$ cat src/rtl/spi_pkg.sv
// Shared SPI definitions: master FSM states, mode-0 constants and default sizing
// reused by the slave bench.
package spi_pkg;

    localparam int unsigned SPI_DATA_W  = 8;
    localparam int unsigned SPI_CLK_DIV = 4;

    localparam logic CPOL = 1'b0;
    localparam logic CPHA = 1'b0;

    typedef enum logic [2:0] {
        IDLE  = 3'd0,
        LEAD  = 3'd1,
        SHIFT = 3'd2,
        TRAIL = 3'd3,
        GAP   = 3'd4
    } spi_state_e;

endpackage

$ cat src/rtl/spi_clk_div.sv
// Half-period tick generator: one-cycle tick_c every CLK_DIV enabled cycles,
// counter held at zero while clr is high.
module spi_clk_div #(
    parameter int unsigned CLK_DIV = 4
) (
    input  logic clk,
    input  logic rst_n,
    input  logic en,
    input  logic clr,
    output logic tick_c
);

    localparam int unsigned       CNT_W   = $clog2(CLK_DIV);
    localparam logic [CNT_W-1:0]  CNT_MAX = CNT_W'(CLK_DIV - 1);

    logic [CNT_W-1:0] cnt_q;
    logic [CNT_W-1:0] cnt_d;

    always_comb begin
        cnt_d  = cnt_q;
        tick_c = 1'b0;
        if (clr) begin
            cnt_d = '0;
        end else if (en) begin
            if (cnt_q == CNT_MAX) begin
                cnt_d  = '0;
                tick_c = 1'b1;
            end else begin
                cnt_d = cnt_q + CNT_W'(1);
            end
        end
    end

    always_ff @(posedge clk) begin
        if (!rst_n) cnt_q <= '0;
        else        cnt_q <= cnt_d;
    end

endmodule

$ cat src/rtl/spi_master.sv
// SPI mode-0 master: one DATA_W-bit word per ss_n frame behind a valid/ready port.
// Define SPI_MASTER_LSB_FIRST_EN for LSB-first bit order on mosi and rx_data.
module spi_master
    import spi_pkg::*;
#(
    parameter int unsigned DATA_W  = SPI_DATA_W,
    parameter int unsigned CLK_DIV = SPI_CLK_DIV
) (
    input  logic              clk,
    input  logic              rst_n,
    input  logic              tx_valid,
    output logic              tx_ready,
    input  logic [DATA_W-1:0] tx_data,
    output logic              rx_valid,
    output logic [DATA_W-1:0] rx_data,
    output logic              sck,
    output logic              ss_n,
    output logic              mosi,
    input  logic              miso
);

    localparam int unsigned BIT_W = $clog2(DATA_W);

    spi_state_e        state_q,     state_d;
    logic              sck_q,       sck_d;
    logic              ss_n_q,      ss_n_d;
    logic              mosi_q,      mosi_d;
    logic              tx_ready_q,  tx_ready_d;
    logic              rx_valid_q,  rx_valid_d;
    logic [DATA_W-1:0] rx_data_q,   rx_data_d;
    logic [DATA_W-1:0] tx_shift_q,  tx_shift_d;
    logic [DATA_W-1:0] rx_shift_q,  rx_shift_d;
    logic [BIT_W-1:0]  bit_cnt_q,   bit_cnt_d;
    logic              miso_meta_q, miso_meta_d;
    logic              miso_sync_q, miso_sync_d;

    logic              tick_c;
    logic              first_bit_c;
    logic              next_bit_c;
    logic [DATA_W-1:0] tx_shifted_c;
    logic [DATA_W-1:0] rx_shifted_c;

    spi_clk_div #(.CLK_DIV(CLK_DIV)) u_clk_div (
        .clk    (clk),
        .rst_n  (rst_n),
        .en     (state_q != IDLE),
        .clr    (state_q == IDLE),
        .tick_c (tick_c)
    );

    // Bit order only changes which end of the shift registers faces the wire.
`ifdef SPI_MASTER_LSB_FIRST_EN
    assign first_bit_c  = tx_data[0];
    assign next_bit_c   = tx_shift_q[1];
    assign tx_shifted_c = tx_shift_q >> 1;
    assign rx_shifted_c = {miso_sync_q, rx_shift_q[DATA_W-1:1]};
`else
    assign first_bit_c  = tx_data[DATA_W-1];
    assign next_bit_c   = tx_shift_q[DATA_W-2];
    assign tx_shifted_c = tx_shift_q << 1;
    assign rx_shifted_c = {rx_shift_q[DATA_W-2:0], miso_sync_q};
`endif

    always_comb begin
        state_d     = state_q;
        sck_d       = sck_q;
        ss_n_d      = ss_n_q;
        mosi_d      = mosi_q;
        tx_ready_d  = 1'b0;
        rx_valid_d  = 1'b0;
        rx_data_d   = rx_data_q;
        tx_shift_d  = tx_shift_q;
        rx_shift_d  = rx_shift_q;
        bit_cnt_d   = bit_cnt_q;
        miso_meta_d = miso;
        miso_sync_d = miso_meta_q;

        unique case (state_q)
            IDLE: begin
                tx_ready_d = 1'b1;
                if (tx_valid && tx_ready_q) begin
                    state_d    = LEAD;
                    tx_ready_d = 1'b0;
                    ss_n_d     = 1'b0;
                    mosi_d     = first_bit_c;
                    tx_shift_d = tx_data;
                    rx_shift_d = '0;
                    bit_cnt_d  = '0;
                end
            end
            LEAD: begin
                if (tick_c) begin
                    state_d = SHIFT;
                    sck_d   = ~CPOL;
                end
            end
            SHIFT: begin
                if (tick_c) begin
                    if (sck_q == CPOL) begin
                        sck_d = ~CPOL;
                    end else begin
                        // Falling edge: capture miso and present the next bit.
                        sck_d      = CPOL;
                        rx_shift_d = rx_shifted_c;
                        tx_shift_d = tx_shifted_c;
                        mosi_d     = next_bit_c;
                        if (bit_cnt_q == BIT_W'(DATA_W - 1)) state_d = TRAIL;
                        else bit_cnt_d = bit_cnt_q + BIT_W'(1);
                    end
                end
            end
            TRAIL: begin
                if (tick_c) begin
                    state_d    = GAP;
                    ss_n_d     = 1'b1;
                    mosi_d     = 1'b0;
                    rx_valid_d = 1'b1;
                    rx_data_d  = rx_shift_q;
                end
            end
            GAP: begin
                if (tick_c) begin
                    state_d    = IDLE;
                    tx_ready_d = 1'b1;
                end
            end
            default: begin
                state_d = IDLE;
                sck_d   = CPOL;
                ss_n_d  = 1'b1;
                mosi_d  = 1'b0;
            end
        endcase
    end

    always_ff @(posedge clk) begin
        if (!rst_n) begin
            state_q     <= IDLE;
            sck_q       <= CPOL;
            ss_n_q      <= 1'b1;
            mosi_q      <= 1'b0;
            tx_ready_q  <= 1'b0;
            rx_valid_q  <= 1'b0;
            rx_data_q   <= '0;
            tx_shift_q  <= '0;
            rx_shift_q  <= '0;
            bit_cnt_q   <= '0;
            miso_meta_q <= 1'b0;
            miso_sync_q <= 1'b0;
        end else begin
            state_q     <= state_d;
            sck_q       <= sck_d;
            ss_n_q      <= ss_n_d;
            mosi_q      <= mosi_d;
            tx_ready_q  <= tx_ready_d;
            rx_valid_q  <= rx_valid_d;
            rx_data_q   <= rx_data_d;
            tx_shift_q  <= tx_shift_d;
            rx_shift_q  <= rx_shift_d;
            bit_cnt_q   <= bit_cnt_d;
            miso_meta_q <= miso_meta_d;
            miso_sync_q <= miso_sync_d;
        end
    end

    assign tx_ready = tx_ready_q;
    assign rx_valid = rx_valid_q;
    assign rx_data  = rx_data_q;
    assign sck      = sck_q;
    assign ss_n     = ss_n_q;
    assign mosi     = mosi_q;

endmodule

$ cat config.mk
export PLATFORM = sky130hd
export DESIGN_NAME = spi_master
export DESIGN_NICKNAME = d
export VERILOG_FILES = /design/src/rtl/spi_pkg.sv /design/src/rtl/spi_clk_div.sv /design/src/rtl/spi_master.sv
export SDC_FILE = /design/constraint.sdc
export NUM_CORES = 1
export LEC_CHECK = 0
export ABC_AREA = 1
export CAP_MARGIN = 20
export CORE_MARGIN = 3
export CORE_UTILIZATION = 47
export DETAILED_ROUTE_END_ITERATION = 8
export GPL_ROUTABILITY_DRIVEN = 1
export PLACE_DENSITY = 0.83
export SLEW_MARGIN = 20
export SYNTH_ARGS = -nofsm -noshare
export SYNTH_HDL_FRONTEND = slang
export SYNTH_SLANG_ARGS = --single-unit
$ cat constraint.sdc
create_clock -name clk -period 1.3 [get_ports clk]
set_input_delay 0.195 -clock clk [delete_from_list [all_inputs] [get_ports clk]]
set_output_delay 0.195 -clock clk [all_outputs]
set_load 0.1 [all_outputs]
======== Word-level counts from Yosys, hierarchy flattened ========
Cells that the tools add are included.
storage, ports and cells
  flip-flop bits (word level) ............. 38
  bits of input ports ..................... 12
  output and inout port bits .............. 13
  logic and storage cells ................. 88
cells by class
  $add $sub $neg .......................... 2
  equal/unequal tests ..................... 14
  mux-type cells .......................... 39
  bitwise gates (word level) .............. 4
  reductions and logical operators ........ 16
operators with widths
  kind                   number
  $mux W3                11
  $mux W8                3
  $mux W7                3
  $ne A2 B2 Y1 const B   8
  $pmux W8 S2            1
  $pmux W3 S5            1
  $pmux W7 S2            1
  $mux W1                13
  $reduce_and A5 Y1      2
  $reduce_and A7 Y1      1
  $eq A3 B2 Y1 const B   2
  $eq A3 B3 Y1 const B   2
  $pmux W1 S3            2
  $pmux W3 S2            1
  $reduce_and A3 Y1      2
  $reduce_or A3 Y1       2
  $not A1 Y1             4
  $pmux W1 S4            1
  $reduce_and A2 Y1      2
  $reduce_and A4 Y1      1
  $reduce_or A2 Y1       2
  $add A3 B1 Y3 const B  1
  $eq A3 B1 Y1 const B   1
  $logic_not A3 Y1       1
  other kinds (7)        7

======== Logic depth before layout (Yosys ltp) ========
Gate-level depths: netlist of the first run.
  depth after elaboration ................. 6
  mapped depth ............................ 8
  gate-level depth less buffers ........... 8

======== Hierarchy ========
A second synthesis of the first run with hierarchy kept.
unflattened totals
  cell total of the unflattened synthesis .. 244
  area, all modules ....................... 1784.2 µm²
modules (own cells, without submodules)
  module       times used  cells each  area an instance (µm²)  sequential area each (µm²)
  spi_master   1           229         1676.6                  720.7
  spi_clk_div  1           15          107.6                   40.0

======== Worst setup path before layout of the first run ========
Ideal clock, no wire load.
  path type ............................... register to register
  from .................................... reg sck_q, in the netlist sck
  to ...................................... reg tx_shift_q[6]
  setup time .............................. 0.116 ns
  data arrival time ....................... 1.827 ns
  data required time ...................... 1.184 ns
  slack ................................... -0.643 ns
  cell stages (with the launch flop) ...... 7
  path buffers ............................ 1
  period minus slack after synthesis ...... 1.943 ns
  cell sequence ........................... dfxtp_1 > nand2_1 > a21oi_2 > nand2_2 > buf_2 > o21ai_0 > nor2_1
on the way
  cells in the longest elaborated chain, start to end .. 2
RTL lines
  what                         line               source
  from (decl)                  spi_master.sv:25   logic sck_q, sck_d;
  from (signal assigned)       spi_master.sv:152  sck_q <= sck_d;
  $ne A2 B2 Y1 (no line)       n/a
  $reduce_and A4 Y1 (no line)  n/a
  to (signal assigned)         spi_master.sv:158  tx_shift_q <= tx_shift_d;
  to (decl)                    spi_master.sv:31   logic [DATA_W-1:0] tx_shift_q, tx_shift_d;
No other way between the ends.
A chain may end at the register's enable or synchronous reset.

======== Worst setup path in the final report of the first run ========
  from .................................... reg u_clk_div.cnt_q[0]
  to ...................................... reg bit_cnt_q[1]
on the way
  cells in the longest elaborated chain, start to end .. 6
RTL lines
  what                         line               source
  from (decl)                  spi_clk_div.sv:16  logic [CNT_W-1:0] cnt_q;
  from (signal assigned)       spi_clk_div.sv:36  else cnt_q <= cnt_d;
  $eq A2 B2 Y1                 spi_clk_div.sv:25  if (cnt_q == CNT_MAX) begin
  $mux W1                      spi_clk_div.sv:25
  $mux W1                      spi_clk_div.sv:24  end else if (en) begin
  $mux W1                      spi_clk_div.sv:22  if (clr) begin
  $ne A2 B2 Y1 (no line)       n/a
  $reduce_and A5 Y1 (no line)  n/a
  to (signal assigned)         spi_master.sv:160  bit_cnt_q <= bit_cnt_d;
  to (decl)                    spi_master.sv:33   logic [BIT_W-1:0] bit_cnt_q, bit_cnt_d;
No other way between the ends.

==> out/results.txt, run 1 <==
The flow ran to the end, but the final reports show violations. The final reports fail on negative setup slack. Counting flops with a built-in enable in the synthesized netlist gives 0. The die width is 64.4 um, and the fraction of registers with async set/reset is 0%. Setup slack after placement: -0.163 ns. The worst setup path is of the reg2reg kind. The power density relative to cell area was 1670 nW/um2.

The cell type with the highest aggregate area in the netlist is sky130_fd_sc_hd__dfxtp_1. The buffer levels on the longest clock path was 2; the total length of routed wires was 4.53 mm. Clock latency on the worst-skew pair, taken at its later pin, is 0.35 ns. For this configuration, the core starts out at a cell density of 50.8%. Routability-driven placement finished with a final weighted congestion of 0.944. In this run the worst hold path is classified as in2reg. The critical path goes through ha_4 > nand2_4 > buf_4 > buf_4 > inv_1 > nand4_1 > a21oi_1.

Once layout is complete, the cells apart from fillers number 322. The count of buffers added on input and output ports is 24. IR analysis of the VDD net gives a maximum drop of 0.000840 V. For the starting DRC count in detailed routing, the log shows 132. Data on the critical path is required at its endpoint by 1.58 ns. The portion of the post-synthesis area used by sequential elements came out at 47.5%. The kind of capture point of the worst setup path was a flip-flop. Together, buffers and inverters on the worst path number 3.

For this run, the total global-route usage over all layers was measured as 20.4%. For the post-synthesis net count, the log shows 240. Counting instances in the post-synthesis netlist gives the leading cell types as sky130_fd_sc_hd__nand2_1, sky130_fd_sc_hd__dfxtp_1, sky130_fd_sc_hd__nand3_1, sky130_fd_sc_hd__nor2_1, sky130_fd_sc_hd__a21oi_1. The worst setup path is launched from a flip-flop. The run gives 0 as the number of endpoints with negative hold slack in the final report.

The cell sitting at the root of the clock tree is a sky130_fd_sc_hd__clkbuf_4. At the pin with the least slew margin, the transition time is 0.204 ns. By area the synthesized netlist is led by sky130_fd_sc_hd__dfxtp_1, sky130_fd_sc_hd__nand2_1, sky130_fd_sc_hd__nand3_1. The tools report the worst setup margin as -0.0504 ns.

Final global-route overflow total: 0. The floorplan step defined a core boundary enclosing 3150 um2. STA puts the critical path data arrival time at 1.63 ns.

Entering global routing, the biggest net connects 16 pins. The clock-pin slew reported for the worst setup and hold paths after clock tree synthesis is 0.11 ns, and the final-stage net count is 292. Measured against its own limit, the worst slew margin works out to 86.4%. The highest cell delay on the worst timing path is 0.37 ns. The cell family contributing the most delay on the critical path is flip-flops. In this run the number of H-tree levels came out at 2. The number of placed instances, taps included, is 306.

The number of setup violations in the final report is 6. The floorplan has 20 rows. For this design, the sink count on the clock tree is 38. The routed length per instance works out to 14.1 um. The via density per instance was 5.27; the number of warnings reported in the yosys synthesis log was 0. The hold slack came out at 0.354 ns. Across all layers, the routed design uses 1698 vias. The ratio of final minimum period to clock period was 104%; the final count of pins violating max slew was 0. By instance count, the cell type seen most on the critical path is sky130_fd_sc_hd__buf_4.

TritonCTS built the clock tree. The number of unique standard cell types used by synthesis is 21. Detailed placement finished with a half-perimeter wire length of 2.63 mm. The area growth from synthesis to layout is 57.6%. The main flop type after synthesis was sky130_fd_sc_hd__dfxtp_1. The wire length of the first global-routing pass was 6.63 mm; the peak fanout along the critical path was 3.

Synthesis produced a netlist whose cell count is 225. The worst-case register-to-register setup slack is -0.05 ns, and the total I/O pin count is 25. For this run, the top clock speed supported by timing is 0.741 GHz.

The die covers 4140 um2. Largest clock skew in the final design: 0.00520 ns. The repair_antennas step left the layout with diodes totalling 0. The count of max-cap constraint violations was 0; the fraction of post-synthesis cell area in the top cell type by area was 47.5%. For this design, the slowest cell found on the critical path is sky130_fd_sc_hd__dfxtp_2.

Number of buffers created by CTS: 5. Setup repair after global routing could not meet its margin everywhere. In this run the vertical extent of the chip is 64.4 um. The share of layout cells above drive strength 1 was 34.9%.

The number of detailed-routing iterations run before antenna repair is 4. Counting flops and latches in the post-synthesis netlist gives 38. After synthesis the cells add up to 1600 um2. Mean instance size in the synthesized netlist: 7.11 um2.

For the initial antenna violation count, the log shows 0. After detailed routing, the number of remaining DRC violations is 0. In this run the static leakage power is 1.04 nW. In the post-synthesis netlist, the cell with the most instances is sky130_fd_sc_hd__nand2_1. The count of nets left with antenna violations once routing finished came out at 0.

The number of global-route vias before repair is 1558, and the clock period minus worst slack is 1.35 ns.
==> metal layers <==
metal  global-route usage [%]  part of all wire [%]
met3                     5.27                   5.5
met4                     10.3                   2.3
met2                     34.1                    51
met5                        0                     0
met1                     24.0                    41
==> through the flow <==
stage	total power [mW]	area [um2]	util, %	setup TNS, ns
2_1_floorplan	2.48	1610	-	-0.183
3_3_place_gp	2.97	2150	68.2	-1.21
3_5_place_dp	2.99	2150	68.2	-2.02
4_1_cts	3.88	2320	73.7	-0.0384
5_1_grt	4.42	2520	80.0	-1.01
6_report	4.21	2520	80.0	-0.154
==> where the power goes <==
part           internal, mW  switching (mW)  total [mW]
logic                 0.831            1.22        2.05
clock network         0.262           0.396       0.659
registers              1.35           0.152        1.50
total                  2.44            1.76        4.21
==> cell families after synthesis <==
group | share of synthesized area, %
AND/OR/NAND/NOR | 33.2
flip-flops | 47.5
AO/OA/AOI/OAI | 10.9
buffers and inverters | 6.02
adder cells (fa/ha/maj) | 2.35
==> repair_timing <==
| action | in CTS | in global routing |
|---|---|---|
| buffers inserted | 1 | 6 |
| endpoints found under the setup margin | 26 | 30 |
| hold buffers | 0 | 0 |
| gates resized for setup | 31 | 38 |
| gates cloned | 1 | 0 |
| pin swaps | 6 | 15 |
==> path summary, 6_finish.rpt <==
| path | startpoint | endpoint | depth (start not counted) |
|---|---|---|---|
| worst min register to register | miso_meta_q | miso_sync_q | 2 |
| worst max register to register | u_clk_div.cnt_q[0] | bit_cnt_q[1] | 7 |
| worst max-delay path | u_clk_div.cnt_q[0] | bit_cnt_q[1] | 7 |
| worst min-delay path | miso | miso_meta_q | 3 |
==> final cells by class <==
cell class                      instances  area (um2)
Tap cell                               44        55.1
Timing Repair Buffer                   53         639
Inverter                               14        67.6
Fill cell                             191         631
Clock buffer                            7        55.1
Sequential cell                        38         779
Clock inverter                          1        5.00
Multi-Input combinational cell        165         921
==> cell usage in the layout (no fill, tap or decap), drive strengths merged <==
master | synthesis | routed
a21oi | 24 | 24
a31oi | 1 | 1
buf | 5 | 42
clkbuf | 3 | 7
clkdlybuf4s50 | 0 | 11
clkinv | 0 | 2
dfxtp | 38 | 38
ha | 3 | 3
inv | 14 | 13
nand2 | 71 | 71
nand3 | 26 | 26
nand3b | 1 | 1
nand4 | 2 | 2
nor2 | 27 | 27
nor3 | 1 | 1
o21ai | 9 | 9
==> worst reg2reg max path: stages (launching register included) <==
cell	delay (ns)
sky130_fd_sc_hd__dfxtp_2	0.37
sky130_fd_sc_hd__ha_4	0.17
sky130_fd_sc_hd__nand2_4	0.06
sky130_fd_sc_hd__buf_4	0.13
sky130_fd_sc_hd__buf_4	0.12
sky130_fd_sc_hd__inv_1	0.09
sky130_fd_sc_hd__nand4_1	0.13
sky130_fd_sc_hd__a21oi_1	0.20
==> registers in the layout (all words and copies together) (netlist names) <==
| register | count |
|---|---|
| tx_shift_q | 7 |
| rx_valid | 1 |
| mosi | 1 |
| miso_sync_q | 1 |
| bit_cnt_q | 3 |
| miso_meta_q | 1 |
| u_clk_div.cnt_q | 2 |
| rx_shift_q | 8 |
| tx_ready | 1 |
| rx_data | 8 |
| state_q | 3 |
| ss_n | 1 |
| sck | 1 |
Note: power is estimated with default switching activity, not from simulation.
==> run 2, diff against run 1 <==
Settings changed: CORE_MARGIN 3 to not set, CORE_UTILIZATION 47 to 48, GPL_TIMING_DRIVEN set to 0, SYNTH_HIERARCHICAL set to 1.
==> out/results.txt, run 2 <==
The post-synth design cell area was 1780 um2 (+11%). Cell type with the highest aggregate area in the netlist: sky130_fd_sc_hd__dfxtp_1. Number of storage elements in the synthesis netlist: 38 (unchanged). STA classifies the critical path endpoint as a flip-flop. Final global-route overflow total: 0 (unchanged). The total half-perimeter wirelength after legalization and detailed placement was 2.47 mm (-6.3%); the number of clock sinks was 38 (unchanged). The worst reg2reg path depth was 12 (+5). The number of enable flip-flop cells after synthesis is 0 (unchanged). Clock period minus worst slack: 1.68 ns (+0.328 ns). The clock tree root buffer cell is sky130_fd_sc_hd__clkbuf_8.

The logs give 3440 um2 (+9.2%) for the area of the placeable core and 0 (unchanged) for the initial antenna violation count. For the total I/O pin count, the log shows 25 (unchanged). Post-synthesis net count: 259 (+7.9%). The critical path ends at tx_shift_q[1]. The die outline area came out at 3970 um2 (-4.2%). The count of mapped cells out of synthesis was 244 (+8.4%). The relative area change from synthesis to final layout works out to 45.2%. The tools report the total inserted antenna cells as 0 (unchanged). The final-stage net count was 310 (+6.2%); the initial core utilization was 51.8% (+1.1 points). The number of warnings reported in the yosys synthesis log is 6 (+6), and the highest clock frequency the design can meet is 0.596 GHz (-20%). The buffer levels on the longest clock path is 2 (unchanged). By count the netlist is led by sky130_fd_sc_hd__nand2_1, sky130_fd_sc_hd__dfxtp_1, sky130_fd_sc_hd__nor2_1. Leaving out fill and tap cells, the most frequent cells in the layout are sky130_fd_sc_hd__nand2_1, sky130_fd_sc_hd__dfxtp_1, sky130_fd_sc_hd__buf_4.

The fraction of post-synthesis cell area in the top cell type by area came out at 42.6% (-4.9 points). The number of setup violations in the final report was 34 (+28). TritonCTS built the clock tree. The power density relative to cell area was 2160 nW/um2 (+30%); the wire length of the first global-routing pass was 7.94 mm (+20%). The run gives 0.00140 V (+66%) as the peak ir drop on the vdd network. The highest cell delay on the worst timing path is 0.34 ns (-0.03 ns), and the area of placed instances is 2120 um2 (-1.4%).

The tools report the finished layout cell area as 2590 um2 (+2.7%). The tools report the critical path launch point type as a flip-flop. The count of vias placed by the detailed router is 1793 (+5.6%), and the total length of routed wires is 5.07 mm (+12%).

The most frequent standard cell in the layout excluding fill and tap cells is sky130_fd_sc_hd__nand2_1. The run gives 2 (unchanged) as the maximum level of the CTS H-tree. The checks that failed: negative setup slack.

The portion of the post-synthesis area used by sequential elements is 42.6% (-4.9 points), and the count of max-cap constraint violations is 0 (unchanged). Final count of pins violating max slew: 0 (unchanged). The number of cell rows was 21 (+5.0%). The arrival time at the worst endpoint came out at 1.88 ns (+0.25 ns). The ratio of final minimum period to clock period was 129% (+25 points). The starting DRC count in detailed routing is 97 (-27%).

The routed length per instance works out to 14.8 um (+5.3%). The via density per instance is 5.24 (-0.58%). The die extent in y was 63.0 um (-2.1%). The tools report the remaining max-slew budget at the tightest pin as 64.5% (-22 points). The tightest min-delay check is of the reg2reg type. Largest net degree at the start of global routing: 12 (-4). The tools report the number of endpoints with negative hold slack in the final report as 0 (unchanged).

The peak fanout along the critical path came out at 5 (+2). For the static leakage, the log shows 1.16 nW (+11%). Share of layout cells above drive strength 1: 40.2% (+5.3 points). The run gives 0 (unchanged) as the number of hold buffers added after CTS.

The clock latency on the worst-skew pair is 0.31 ns (-0.04 ns). Class of the most critical setup path: reg2reg. The run gives 26 (+24%) as the number of unique standard cell types used by synthesis. End of the worst register-to-register path: tx_shift_q[1]. Filler cell count in the final layout: 239 (+25%).

The tools report the worst setup path startpoint as u_clk_div/cnt_q[1]. Number of buffers created by CTS: 5 (unchanged). Walking the worst path, the cells encountered are ha_2 > inv_2 > nor3_4 > nand2_2 > clkinv_4 > o21ai_4 > nor2_4 > buf_6 > inv_8 > buf_16 > nor2_4 > nor2_2. The fraction of registers with async set/reset is 0% (unchanged). The tools report the startpoint of the lowest-slack register-to-register path as u_clk_div/cnt_q[1]. Number of nets with antenna violations after detailed routing: 0 (unchanged). The worst-case register-to-register setup slack came out at -0.38 ns (-0.33 ns).

The largest clock skew in the final design was 0.0107 ns (+0.00546 ns). Ranked by total cell area, the synthesized netlist is headed by sky130_fd_sc_hd__dfxtp_1, sky130_fd_sc_hd__nand2_1, sky130_fd_sc_hd__nand3_1. Number of remaining DRC errors: 0 (unchanged).

The run gives 5.61 mW (+33%) as the total power draw. For the worst endpoint required time, the log shows 1.50 ns (-0.08 ns). The number of buffers inserted by port buffering was 24 (unchanged); the die width was 63.0 um (-2.1%). The final standard cell utilization of the core was 75.3% (-4.7 points); the transition time at the pin with the least slew margin was 0.533 ns (+0.329 ns). The most numerous cell on the critical path is sky130_fd_sc_hd__nor2_4.

The run gives 4 (unchanged) as the number of detailed-routing iterations run before antenna repair. The mean instance size in the synthesized netlist was 7.31 um2 (+2.8%). The cell with the most instances after synthesis is sky130_fd_sc_hd__nand2_1. The clock-pin slew reported for the worst setup and hold paths after clock tree synthesis is 0.08 ns (-0.03 ns). Setup repair after global routing could not meet its margin everywhere. Among all flip-flop cells after synthesis, the most frequent one is sky130_fd_sc_hd__dfxtp_1.

The placer's final routability congestion estimate was 0.783 (-17%); the all-layer global routing usage was 26.1% (+5.6 points). The number of global-route vias before repair was 1799 (+15%). The slowest stage of the critical path belongs to the cell sky130_fd_sc_hd__dfxtp_2. The run finished, with violations left.

The worst setup margin is -0.378 ns (-0.328 ns).
run 2: cells by family after synthesis:
logic type	synth area share, %
DFF	42.6
buffers and inverters	9.96
and+or+nand+nor	34.3
AOI/OAI and AO/OA	11.0
adders and majority gates	2.10
run 2: critical path, delay by kind of cell (launching register included):
kind	cells	cell delay [ns]
and+or+nand+nor	5	0.59
buffers and inverters	5	0.42
AOI/OAI and AO/OA	1	0.05
adders and majority gates	1	0.17
DFF	1	0.34
run 2: timing repair:
item / in CTS / in global routing
buffers inserted: 14 / 5
pin swaps: 12 / 10
gates resized for setup: 120 / 24
endpoints found under the setup margin: 47 / 35
gates cloned: 2 / 0
run 2: how the worst min path moves through the flow:
| stage | slack [ns] | depth (start not counted) | endpoint | start |
|---|---|---|---|---|
| after floorplan | 0.29 | 2 | miso_meta_q | miso |
| after global placement | 0.39 | 2 | miso_sync_q | miso_meta_q |
| after detailed placement | 0.40 | 2 | miso_sync_q | miso_meta_q |
| after CTS | 0.42 | 2 | miso_sync_q | miso_meta_q |
| after global routing | 0.44 | 2 | miso_sync_q | miso_meta_q |
| final | 0.42 | 2 | miso_sync_q | miso_meta_q |
run 2: through the flow:
step                      hold slack [ns]  instances  setup slack (ns)  TNS [ns]
after global routing                0.435        342            -0.447    -12.32
final                               0.416        342            -0.378     -9.74
after floorplan                     0.293        244            -0.318     -7.16
after global placement              0.394        314            -0.466    -17.51
after detailed placement            0.404        314            -0.505    -18.54
after CTS                           0.421        338            -0.310     -7.50
run 2: power by group:
group,internal (mW),switching (mW),total [mW]
clock network,0.574,0.438,1.01
logic,1.23,1.78,3.01
registers,1.42,0.169,1.59
run 2: final cells by class:
type	instances	area (um2)	area share, %
well taps	46	57.6	2.22
plain buffers	10	98.8	3.81
inverters	23	111	4.30
clock inverters	1	30.0	1.16
repair buffers	45	398	15.4
flip-flops and latches	38	774	29.9
clock buffers	7	76.3	2.95
multi-input cells	172	1040	40.3
run 2: layer usage:
metal	track usage (%)	vias up	part of all wire [%]
met4	16.9	0	3.3
met1	30.4	854	43
met2	43.3	40	49
li1	-	883	-
met3	4.93	16	3.9
met5	0	-	0
